`src/rtl/hack_fetch_unit_pkg.sv`:
```
// Shared definitions for the Hack fetch stage: widths, reset vector, FSM states
// and the {data,pc} payload carried through the output and skid registers.
package hack_fetch_unit_pkg;

  localparam int unsigned WORD_W = 16;
  localparam logic [WORD_W-1:0] RESET_VECTOR = 16'h0000;

  typedef enum logic [1:0] {
    ST_BOOT = 2'd0,
    ST_RUN  = 2'd1,
    ST_HOLD = 2'd2
  } fetch_state_e;

  typedef struct packed {
    logic [WORD_W-1:0] data;
    logic [WORD_W-1:0] pc;
  } fetch_entry_t;

endpackage

```
`src/rtl/hack_fetch_unit_skid.sv`:
```
// One-entry skid buffer holding a fetched {data,pc} pair while decode stalls.
// Ports: clock/reset_n, load (capture din), unload (release entry), clear (flush),
//        din/dout entry payload, full (entry occupied).
// load wins over unload so a simultaneous drain-and-refill keeps the entry full.
module hack_fetch_unit_skid
  import hack_fetch_unit_pkg::*;
(
  input  logic         clock,
  input  logic         reset_n,
  input  logic         load,
  input  logic         unload,
  input  logic         clear,
  input  fetch_entry_t din,
  output fetch_entry_t dout,
  output logic         full
);

  // Entry register with flush priority over load/unload
  always_ff @(posedge clock or negedge reset_n) begin
    if (!reset_n) begin
      dout <= '0;
      full <= 1'b0;
    end else if (clear) begin
      full <= 1'b0;
    end else if (load) begin
      dout <= din;
      full <= 1'b1;
    end else if (unload) begin
      full <= 1'b0;
    end
  end

endmodule

```
`src/rtl/hack_fetch_unit.sv`:
```
// Hack CPU instruction fetch stage.
// Owns the program counter, drives the synchronous instruction ROM address and
// presents one instruction per cycle to decode over valid/ready.
// Ports: clock, reset_n (async active-low), jump/jump_addr (redirect from execute),
//        rom_addr/rom_data (1-cycle synchronous ROM), instr/instr_pc/instr_valid
//        (to decode), instr_ready (decode accepts).
module hack_fetch_unit
  import hack_fetch_unit_pkg::*;
(
  input  logic              clock,
  input  logic              reset_n,
  input  logic              jump,
  input  logic [WORD_W-1:0] jump_addr,
  output logic [WORD_W-1:0] rom_addr,
  input  logic [WORD_W-1:0] rom_data,
  output logic [WORD_W-1:0] instr,
  output logic [WORD_W-1:0] instr_pc,
  output logic              instr_valid,
  input  logic              instr_ready
);

  fetch_state_e      state, state_n;
  logic [WORD_W-1:0] fetch_pc, fetch_pc_n;
  logic              inflight, inflight_n;
  fetch_entry_t      out_q, out_n;
  logic              valid_q, valid_n;
  fetch_entry_t      cap_entry, skid_dout;
  logic              skid_load, skid_unload, skid_clear, skid_full;
  logic              skid_after, consume, out_free;

  // The word returning from ROM was issued last edge, so its address is fetch_pc-1
  assign cap_entry.data = rom_data;
  assign cap_entry.pc   = fetch_pc - WORD_W'(1);

  assign rom_addr    = fetch_pc;
  assign instr       = out_q.data;
  assign instr_pc    = out_q.pc;
  assign instr_valid = valid_q;

  hack_fetch_unit_skid u_skid (
    .clock   (clock),
    .reset_n (reset_n),
    .load    (skid_load),
    .unload  (skid_unload),
    .clear   (skid_clear),
    .din     (cap_entry),
    .dout    (skid_dout),
    .full    (skid_full)
  );

  // State, PC, inflight flag and output register
  always_ff @(posedge clock or negedge reset_n) begin
    if (!reset_n) begin
      state    <= ST_BOOT;
      fetch_pc <= RESET_VECTOR;
      inflight <= 1'b0;
      out_q    <= '0;
      valid_q  <= 1'b0;
    end else begin
      state    <= state_n;
      fetch_pc <= fetch_pc_n;
      inflight <= inflight_n;
      out_q    <= out_n;
      valid_q  <= valid_n;
    end
  end

  // Next-state: capture routing, skid drain, issue throttling, redirect
  always_comb begin
    state_n     = state;
    fetch_pc_n  = fetch_pc;
    inflight_n  = 1'b0;
    out_n       = out_q;
    valid_n     = valid_q;
    skid_load   = 1'b0;
    skid_unload = 1'b0;
    skid_clear  = 1'b0;
    consume     = valid_q & instr_ready;
    out_free    = ~valid_q | consume;
    skid_after  = skid_full;

    if (jump) begin
      // Any transfer this edge has already happened; everything younger is squashed
      fetch_pc_n = jump_addr;
      valid_n    = 1'b0;
      skid_clear = 1'b1;
      state_n    = ST_RUN;
    end else begin
      if (out_free) begin
        if (skid_full) begin
          // Older skid entry goes first; a returning word takes its place
          out_n       = skid_dout;
          valid_n     = 1'b1;
          skid_unload = 1'b1;
          skid_after  = 1'b0;
          if (inflight) begin
            skid_load  = 1'b1;
            skid_after = 1'b1;
          end
        end else if (inflight) begin
          out_n   = cap_entry;
          valid_n = 1'b1;
        end else begin
          valid_n = 1'b0;
        end
      end else if (inflight) begin
        skid_load  = 1'b1;
        skid_after = 1'b1;
      end

      // Only issue when the word returning next edge is guaranteed a slot
      if (!skid_after) begin
        inflight_n = 1'b1;
        fetch_pc_n = fetch_pc + WORD_W'(1);
      end

      case (state)
        ST_BOOT: state_n = ST_RUN;
        default: state_n = (valid_q && !instr_ready) ? ST_HOLD : ST_RUN;
      endcase
    end
  end

endmodule

```
`config.mk`:
```
export PLATFORM = sky130hd
export DESIGN_NAME = hack_fetch_unit
export DESIGN_NICKNAME = d
export VERILOG_FILES = /design/src/rtl/hack_fetch_unit_pkg.sv /design/src/rtl/hack_fetch_unit_skid.sv /design/src/rtl/hack_fetch_unit.sv
export SDC_FILE = /design/constraint.sdc
export NUM_CORES = 1
export LEC_CHECK = 0
export ABC_CLOCK_PERIOD_IN_PS = 3500
export CORE_UTILIZATION = 25
export CTS_BUF_LIST = sky130_fd_sc_hd__clkbuf_16
export CTS_CLUSTER_SIZE = 40
export DETAILED_ROUTE_END_ITERATION = 16
export DONT_BUFFER_PORTS = 1
export SLEW_MARGIN = 40
export SYNTH_ARGS = -nofsm -noshare
export SYNTH_HDL_FRONTEND = slang
export SYNTH_HIERARCHICAL = 1
export SYNTH_SLANG_ARGS = --single-unit
```
`constraint.sdc`:
```
create_clock -name clock -period 3.5 [get_ports clock]
set_clock_uncertainty 0.05 [all_clocks]
set_input_delay 0.7 -clock clock [delete_from_list [all_inputs] [get_ports clock]]
set_output_delay 0.7 -clock clock [all_outputs]
set_load 0.05 [all_outputs]
```
==> results of run 1 <==
[where the power goes]
group / internal [W] / total (W) / leakage, nW / switching [W]
registers: 0.00116 / 0.00170 / 1.04 / 0.000536
clock network: 0.000538 / 0.000896 / 0.145 / 0.000358
logic: 0.000247 / 0.000433 / 0.743 / 0.000186
[layout make-up]
| type | instances | area [um2] |
|---|---|---|
| tap | 220 | 275 |
| timing repair buffer | 5 | 70.1 |
| multi-input combinational | 261 | 1940 |
| clock inverter | 6 | 51.3 |
| clock buffer | 9 | 225 |
| fill | 1735 | 11900 |
| sequential | 83 | 2080 |
| inverter | 8 | 30.0 |
[what timing repair did]
item | 4_1_cts | 5_1_grt
endpoints found under the hold margin | 59 | 0
hold buffers | 2 | 0
resized for setup | 0 | 0
[synth_stat cells (4+ instances only)]
| cell type | instances | area share |
|---|---|---|
| nor2_1 | 18 | 0.016 |
| a21oi_1 | 7 | 0.0083 |
| o21ai_1 | 8 | 0.0094 |
| mux2_4 | 30 | 0.11 |
| buf_2 | 6 | 0.0071 |
| nand2_1 | 55 | 0.049 |
| mux2i_1 | 24 | 0.057 |
| o21ai_0 | 36 | 0.043 |
| inv_1 | 8 | 0.0071 |
| clkbuf_1 | 15 | 0.013 |
| xnor2_1 | 8 | 0.017 |
| nor2b_1 | 4 | 0.0059 |
| nand4_1 | 11 | 0.016 |
| dfrtp_1 | 83 | 0.49 |
| xor2_1 | 16 | 0.033 |
[critical path, cell delays in order (launching register included)]
cell and delay, ps:
dfrtp_1 650, nor2b_1 310, nor2_1 60, nor3b_1 270
nor2b_4 180, buf_4 490, mux2_2 410
[worst max path at each step]
stage | cells past startpoint | from | to
after detailed placement | 6 | instr_valid | u_skid/dout[15]
after CTS | 6 | instr_valid | u_skid/dout[15]
after floorplan | 7 | rom_addr[0] | u_skid/dout[10]
final | 6 | instr_valid | u_skid/dout[15]
after global routing | 6 | instr_valid | u_skid/dout[15]
after global placement | 6 | instr_valid | u_skid/dout[26]
[metal layers]
layer  vias to the layer above  part of all wire
met4                         0            0.0094
met1                      1285              0.46
met2                        79              0.47
met5                         -                 0
li1                       1284                 -
met3                         9             0.067
[state kept, by name (all words and copies together), names as in the netlist]
| name | flops |
|---|---|
| instr_pc | 16 |
| inflight | 1 |
| rom_addr | 16 |
| u_skid/full | 1 |
| instr_valid | 1 |
| u_skid/dout | 32 |
| instr | 16 |
[metrics by stage]
stage	util	total power, W	instance area [um2]	hold slack, ps
after floorplan	-	0.00203	4240	354
after global placement	0.262	0.00211	4350	358
after detailed placement	0.262	0.00213	4350	358
after CTS	0.282	0.00307	4680	125
after global routing	0.282	0.00319	4680	123
final	0.282	0.00303	4680	134
[cell families (layout without fill, tap and decap cells)]
family                   Yosys count  in the layout  synth area share
buffers and inverters             38             28            0.0523
AND/OR/NAND/NOR                  117            117             0.148
XOR/XNOR                          25             25            0.0534
multiplexers                      57             57             0.171
adder cells (fa/ha/maj)            2              2           0.00590
flip-flops                        83             83             0.490
AO/OA/AOI/OAI                     60             60            0.0791
==> results.yml, run 1 <==
run:
  drv_cap: 0
global_route:
  grt_pass1_vias: 2723
  grt_pass1_wl_mm: 15.4
  track_usage: 0.114
  busiest_layer: "met2"
  gr-total-overflow: 0
  grt_use_met3: 0.0404
  antenna_found_initial: 0
  grtUsageMet1: 0.148
  met2_usage: 0.178
  grt_max_degree: 66
hold_path:
  min_path_type: "input pin to async pin"
die:
  io_pins: 85
  die_h_um: 132
  die-area_um2: 17500
  core_um2: 16600
  die_x_um: 132
  start_util: 0.256
  rows: 47
routing:
  antenna_left: 0
  drt_iter0_markers: 101
  first_pass_iters: 4
  drc: 0
  wirelength_mm: 9.25
  vias: 2657
  drt-wirelength-per-cell_um: 15.6
  avgViaCountPerCell: 4.49
sta:
  setup_viol: 0
  slew-limit-headroom: 0.463
  min_period_ps: 2560
  hold_violations: 0
  max_freq_mhz: 391
  drv_slew: 0
  rsz0062_at_grt: "false"
  tightest_slew_ps: 806
  fin_ws_ps: 942
  tns_ps: 0
  fin_crit_sh: 0.731
final_layout:
  instances_no_fill: 592
  final_cell_mix: "81 x dfrtp_1, 55 x nand2_1, 36 x o21ai_0"
  nets: 406
  n_antenna_cell: 0
  drive_gt1_frac: 0.177
  final_common_cell: "dfrtp_1"
  area_growth_syn_to_layout_pct: 10.3
logic_synthesis:
  async_flop_share: 1.00
  netlist_area_um2: 4240
  ys_ff_latch: 83
  yosysUniqueCellTypes: 42
  synthFlopType: "dfrtp_1"
  synth_edf_count: 0
  avgSynthCellArea_um2: 11.1
  synth_cells: 382
  ys_warn_count: 6
  synth_seq_area_share: 0.490
  syn_nets: 420
placement:
  gp_congestion: 0.763
  place_inst: 575
  portBuffers: 0
  hpwl_mm: 6.22
  place_ws_ps: 945
clock_tree:
  cts_sinks: 83
  root_buffer: "clkbuf_16"
  post_cts_buffers: 0
  htreeDepth: 3
  cts_tree: "yes"
  worstSkewPairLatency_ps: 330
  cts_buffer_depth: 2
  clkTransAtPathRegs_ps: 60
  cts_made_buffers: 9
worst_setup_path:
  r2r_slack_ps: 940
  worst_r2r_endpoint: "u_skid/dout[15]"
  crit_arrival_ps: 2720
  rr_worst_depth: 6
  path_max_fanout: 32
  regToRegStartpoint: "instr_valid"
  startpoint_type: "register"
  worstPathRequired_ps: 3660
  path_class: "register to register"
  cp-end-kind: "register"
pwr:
  cellLeakagePower_nw: 1.92
  irDropWorstVdd_mv: 0.272
  powerDensity_nw_per_um2: 647
status:
  status: "finished, final reports clean"
No activity file was read; power rests on OpenSTA's default activity.
==> run 2, diff against run 1 <==
--- a/config.mk
+++ b/config.mk
@@ -5,7 +5,7 @@
 export SDC_FILE = /design/constraint.sdc
 export NUM_CORES = 1
 export LEC_CHECK = 0
-export ABC_CLOCK_PERIOD_IN_PS = 3500
+export ABC_CLOCK_PERIOD_IN_PS = 2600
 export CORE_UTILIZATION = 25
 export CTS_BUF_LIST = sky130_fd_sc_hd__clkbuf_16
 export CTS_CLUSTER_SIZE = 40
==> constraint.sdc (replaced) <==
create_clock -name clock -period 2.6 [get_ports clock]
set_clock_uncertainty 0.05 [all_clocks]
set_input_delay 0.52 -clock clock [delete_from_list [all_inputs] [get_ports clock]]
set_output_delay 0.52 -clock clock [all_outputs]
set_load 0.05 [all_outputs]
==> results.yml, run 2 (same netlist as run 1, synthesis figures left out) <==
status:
  status: "finished, final reports clean"
pwr:
  sw_frac_of_total: 0.353
  cellLeakagePower_nw: 2.00
  seqPwrFrac: 0.505
  netSwitchingPower_w: 0.00150
  p_int_w: 0.00276
  pwr-share-comb: 0.177
  irDropWorstVdd_mv: 0.355
  clockPowerShare: 0.318
  powerDensity_nw_per_um2: 887
clock_tree:
  cts_made_buffers: 9
  cts.repair.resized: 0
  worstSkewPairLatency_ps: 340
  cts_sinks: 83
  clkTransAtPathRegs_ps: 70
  post_cts_buffers: 0
  cts_tree: "yes"
  htreeDepth: 3
  cts_buffer_depth: 2
  root_buffer: "clkbuf_16"
  ctsHoldBuffers: 1
global_route:
  grt_max_degree: 84
  gr-total-overflow: 0
  antenna_found_initial: 0
  grt_pass1_vias: 2912
  track_usage: 0.117
  grt_pass1_wl_mm: 15.8
final_layout:
  largest_reg_flops: 32
  final_cell_mix: "82 x dfrtp_1, 55 x nand2_1, 36 x o21ai_0"
  final_common_cell: "dfrtp_1"
  largest-register: "u_skid/dout"
  n_antenna_cell: 0
  instances_no_fill: 608
  area_growth_syn_to_layout_pct: 13.6
  register_area_um2: 2080
  multi_input_comb_area_um2: 1940
  utilization: 0.290
  drive_gt1_frac: 0.211
  n_fill_cell: 1734
  nets: 421
die:
  die-area_um2: 17500
  die_x_um: 132
  io_pins: 85
  start_util: 0.256
  die_h_um: 132
  rows: 47
  core_um2: 16600
worst_setup_path:
  worst_r2r_endpoint: "instr_pc[10]"
  worstPathRequired_ps: 2810
  path_max_fanout: 7
  r2r_slack_ps: 480
  path_class: "register to register"
  crit_arrival_ps: 2330
  rr_worst_depth: 7
  cp-end-kind: "register"
  startpoint_type: "register"
  regToRegStartpoint: "rom_addr[0]"
sta:
  hold_violations: 0
  rsz0062_at_grt: "false"
  tns_ps: 0
  setup_viol: 0
  timing.hold.ws_ps: 30.3
  fin_crit_sh: 0.816
  min_period_ps: 2120
  max_freq_mhz: 472
  tightest_slew_ps: 615
  drv_slew: 0
  slew-limit-headroom: 0.590
routing:
  avgViaCountPerCell: 4.47
  wirelength_mm: 9.50
  drc: 0
  drt-wirelength-per-cell_um: 15.6
  antenna_left: 0
  first_pass_iters: 4
  vias: 2718
  drt_iter0_markers: 124
placement:
  place_inst: 591
  portBuffers: 0
  hpwl_mm: 6.69
  gp_congestion: 0.745
run:
  drv_cap: 0
hold_path:
  min_path_type: "input pin to async pin"
-- run 2: cell types whose count changed in the layout (fill, tap and decap cells not counted), sizes merged --
cell | before | now
clkinvlp | 0 | 1
bufinv | 1 | 2
buf | 5 | 20
clkinv | 3 | 4
inv | 10 | 8
-- run 2: worst max-delay path by stage --
| stage | start | endpoint | slack, ps | cells after the start |
|---|---|---|---|---|
| floorplan | rom_addr[0] | u_skid/dout[10] | 320 | 7 |
| global placement | rom_addr[1] | u_skid/dout[15] | 520 | 6 |
| detailed placement | rom_addr[1] | u_skid/dout[15] | 460 | 6 |
| CTS | rom_addr[0] | instr_pc[10] | 450 | 7 |
| global route | rom_addr[0] | instr_pc[10] | 260 | 7 |
| finish | rom_addr[0] | instr_pc[10] | 480 | 7 |
-- run 2: layout make-up --
type,count,share of cell area
Tap cell,220,0.0572
Sequential cell,83,0.432
Inverter,8,0.00624
Timing Repair Buffer,20,0.0354
Multi-Input combinational cell,261,0.403
Clock buffer,9,0.0468
Clock inverter,7,0.0192
-- run 2: metrics by stage --
stage / total power [W] / cell area, um2 / setup slack (ps)
after floorplan: 0.00273 / 4240 / 315
after global placement: 0.00288 / 4470 / 518
after detailed placement: 0.00292 / 4470 / 460
after CTS: 0.00435 / 4810 / 454
after global routing: 0.00449 / 4810 / 263
final: 0.00427 / 4810 / 479
-- run 2: power groups by stage --
stage / registers, W / logic [W] / clock network (W)
5_1_grt: 0.00219 / 0.000836 / 0.00146
3_3_place_gp: 0.00217 / 0.000709 / 0
2_1_floorplan: 0.00221 / 0.000521 / 0
4_1_cts: 0.00216 / 0.000764 / 0.00142
3_5_place_dp: 0.00219 / 0.000730 / 0
6_report: 0.00215 / 0.000755 / 0.00136
-- run 2: routing by layer --
layer	GRT usage	vias up	part of all wire
met4	0.0338	0	0.011
li1	-	1315	-
met2	0.186	75	0.46
met5	0	-	0
met3	0.0488	8	0.062
met1	0.144	1320	0.47
-- run 2: worst max-delay path, stage by stage, from the launching register on --
cell and delay (ps):
dfrtp_1 380, inv_1 100, ha_1 200, or4b_1 600, nor3_1 270, xnor2_1 170, mux2i_1 120, o21ai_1 150
==> run 3, diff against run 2 <==
--- a/config.mk
+++ b/config.mk
@@ -5,7 +5,7 @@
 export SDC_FILE = /design/constraint.sdc
 export NUM_CORES = 1
 export LEC_CHECK = 0
-export ABC_CLOCK_PERIOD_IN_PS = 2600
+export ABC_CLOCK_PERIOD_IN_PS = 2200
 export CORE_UTILIZATION = 25
 export CTS_BUF_LIST = sky130_fd_sc_hd__clkbuf_16
 export CTS_CLUSTER_SIZE = 40
==> constraint.sdc (replaced) <==
create_clock -name clock -period 2.2 [get_ports clock]
set_clock_uncertainty 0.05 [all_clocks]
set_input_delay 0.44 -clock clock [delete_from_list [all_inputs] [get_ports clock]]
set_output_delay 0.44 -clock clock [all_outputs]
set_load 0.05 [all_outputs]
==> results.yml, run 3 (same netlist as run 1, synthesis figures left out) <==
die:
  start_util: 0.256
  die-area_um2: 17500
  die_x_um: 132
  die_h_um: 132
  io_pins: 85
  core_um2: 16600
  rows: 47
worst_setup_path:
  path_max_fanout: 3
  crit_arrival_ps: 2220
  worstPathRequired_ps: 2380
  path_class: "register to register"
  cp-end-kind: "register"
  startpoint_type: "register"
routing:
  met3_wirelength_um: 757
  wl_met2_mm: 4.26
  vias: 2727
  drt-wirelength-per-cell_um: 15.9
  wirelength_mm: 9.78
  drc: 0
  m1WireLength_mm: 4.59
  antenna_left: 0
  drt_iter0_markers: 77
  highest_layer: "met4"
  avgViaCountPerCell: 4.44
  first_pass_iters: 4
pwr:
  seqPwrFrac: 0.516
  sw_frac_of_total: 0.359
  clockPowerShare: 0.303
  irDropWorstVdd_mv: 0.388
  powerDensity_nw_per_um2: 1020
  cellLeakagePower_nw: 2.01
  pwr-share-comb: 0.181
  netSwitchingPower_w: 0.00177
  p_int_w: 0.00315
sta:
  max_freq_mhz: 489
  hold_violations: 83
  timing.hold.ws_ps: -263
  setup_viol: 0
  fin_crit_sh: 0.930
  slew-limit-headroom: 0.584
  tightest_slew_ps: 624
  rsz0062_at_grt: "false"
  tns_ps: 0
  min_period_ps: 2050
  drv_slew: 0
global_route:
  track_usage: 0.120
  gr-total-overflow: 0
  grt_pass1_wl_mm: 16.2
  grt_pass1_vias: 2901
  grt_max_degree: 84
  antenna_found_initial: 0
final_layout:
  final_cell_mix: "75 x dfrtp_1, 55 x nand2_1, 36 x o21ai_0"
  area_growth_syn_to_layout_pct: 14.0
  n_fill_cell: 1727
  largest_reg_flops: 32
  final_common_cell: "dfrtp_1"
  drive_gt1_frac: 0.241
  n_antenna_cell: 0
  nets: 427
  largest-register: "u_skid/dout"
clock_tree:
  clkTransAtPathRegs_ps: 60
  htreeDepth: 3
  root_buffer: "clkbuf_16"
  cts_sinks: 83
  cts_tree: "yes"
  cts_made_buffers: 9
  worstSkewPairLatency_ps: 350
  cts_buffer_depth: 2
placement:
  gp_congestion: 0.742
  hpwl_mm: 6.92
  portBuffers: 0
status:
  status: "finished, violations left"
  violations: "hold timing"
hold_path:
  min_path_type: "input pin to async pin"
run:
  drv_cap: 0
-- run 3: cell count changes in the layout (fill, tap and decap cells not counted), sizes merged --
| cell | before | now |
|---|---|---|
| buf | 20 | 26 |
| clkinv | 4 | 5 |
| bufinv | 2 | 1 |
| inv | 8 | 9 |
| clkinvlp | 1 | 0 |
-- run 3: worst max-delay path: stages (launching register included) --
cell      delay [ps]
dfrtp_2          400
or4_4            580
nor4_4           370
a21boi_1         130
nand2b_1         150
mux2_2           260
-- run 3: per-stage QoR --
stage | cells | power, W | setup WS (ps) | util | cell area [um2]
2_1_floorplan | 382 | 0.00323 | -0.654 | - | 4250
3_3_place_gp | 598 | 0.00342 | 179 | 0.274 | 4540
3_5_place_dp | 598 | 0.00347 | 94.1 | 0.274 | 4540
4_1_cts | 614 | 0.00499 | 100 | 0.291 | 4830
5_1_grt | 614 | 0.00517 | 27.0 | 0.291 | 4830
6_report | 614 | 0.00492 | 155 | 0.291 | 4830
-- run 3: layout make-up --
cell class,instances,area (um2),area share
multi-input combinational,261,1940,0.403
clock inverter,7,60.1,0.0124
timing repair buffer,26,208,0.0430
clock buffer,9,225,0.0466
sequential,83,2090,0.432
inverter,8,30.0,0.00622
tap,220,275,0.0570
-- run 3: path summary, 6_finish.rpt --
| check | cells after the start | endpoint | from | slack [ps] |
|---|---|---|---|---|
| max | 5 | u_skid/dout[15] | rom_addr[9] | 150 |
| min | 0 | rom_addr[5] | reset_n | -260 |
| max reg2reg | 5 | u_skid/dout[15] | rom_addr[9] | 150 |
| min reg2reg | 1 | u_skid/dout[26] | u_skid/dout[26] | 460 |
| max in group asynchronous | 0 | u_skid/dout[23] | reset_n | 2210 |
| min in group clock | 1 | inflight | jump | 100 |
-- run 3: routing by layer --
layer | global-route usage | vias up
met5 | 0 | -
met2 | 0.178 | 84
met1 | 0.158 | 1301
met3 | 0.0504 | 15
li1 | - | 1327
met4 | 0.0402 | 0
-- run 3: power by group through the flow --
stage | Clock, W | Sequential [W] | Combinational, W
after floorplan | 0 | 0.00261 | 0.000616
after global placement | 0 | 0.00255 | 0.000868
after detailed placement | 0 | 0.00258 | 0.000893
after CTS | 0.00155 | 0.00255 | 0.000899
after global routing | 0.00161 | 0.00259 | 0.000976
final | 0.00149 | 0.00254 | 0.000892
-- run 3: repair_timing --
action	in CTS	in global routing
setup endpoints to repair	0	3
hold endpoints to repair	83	83
setup buffers	0	0
resized for setup	0	1
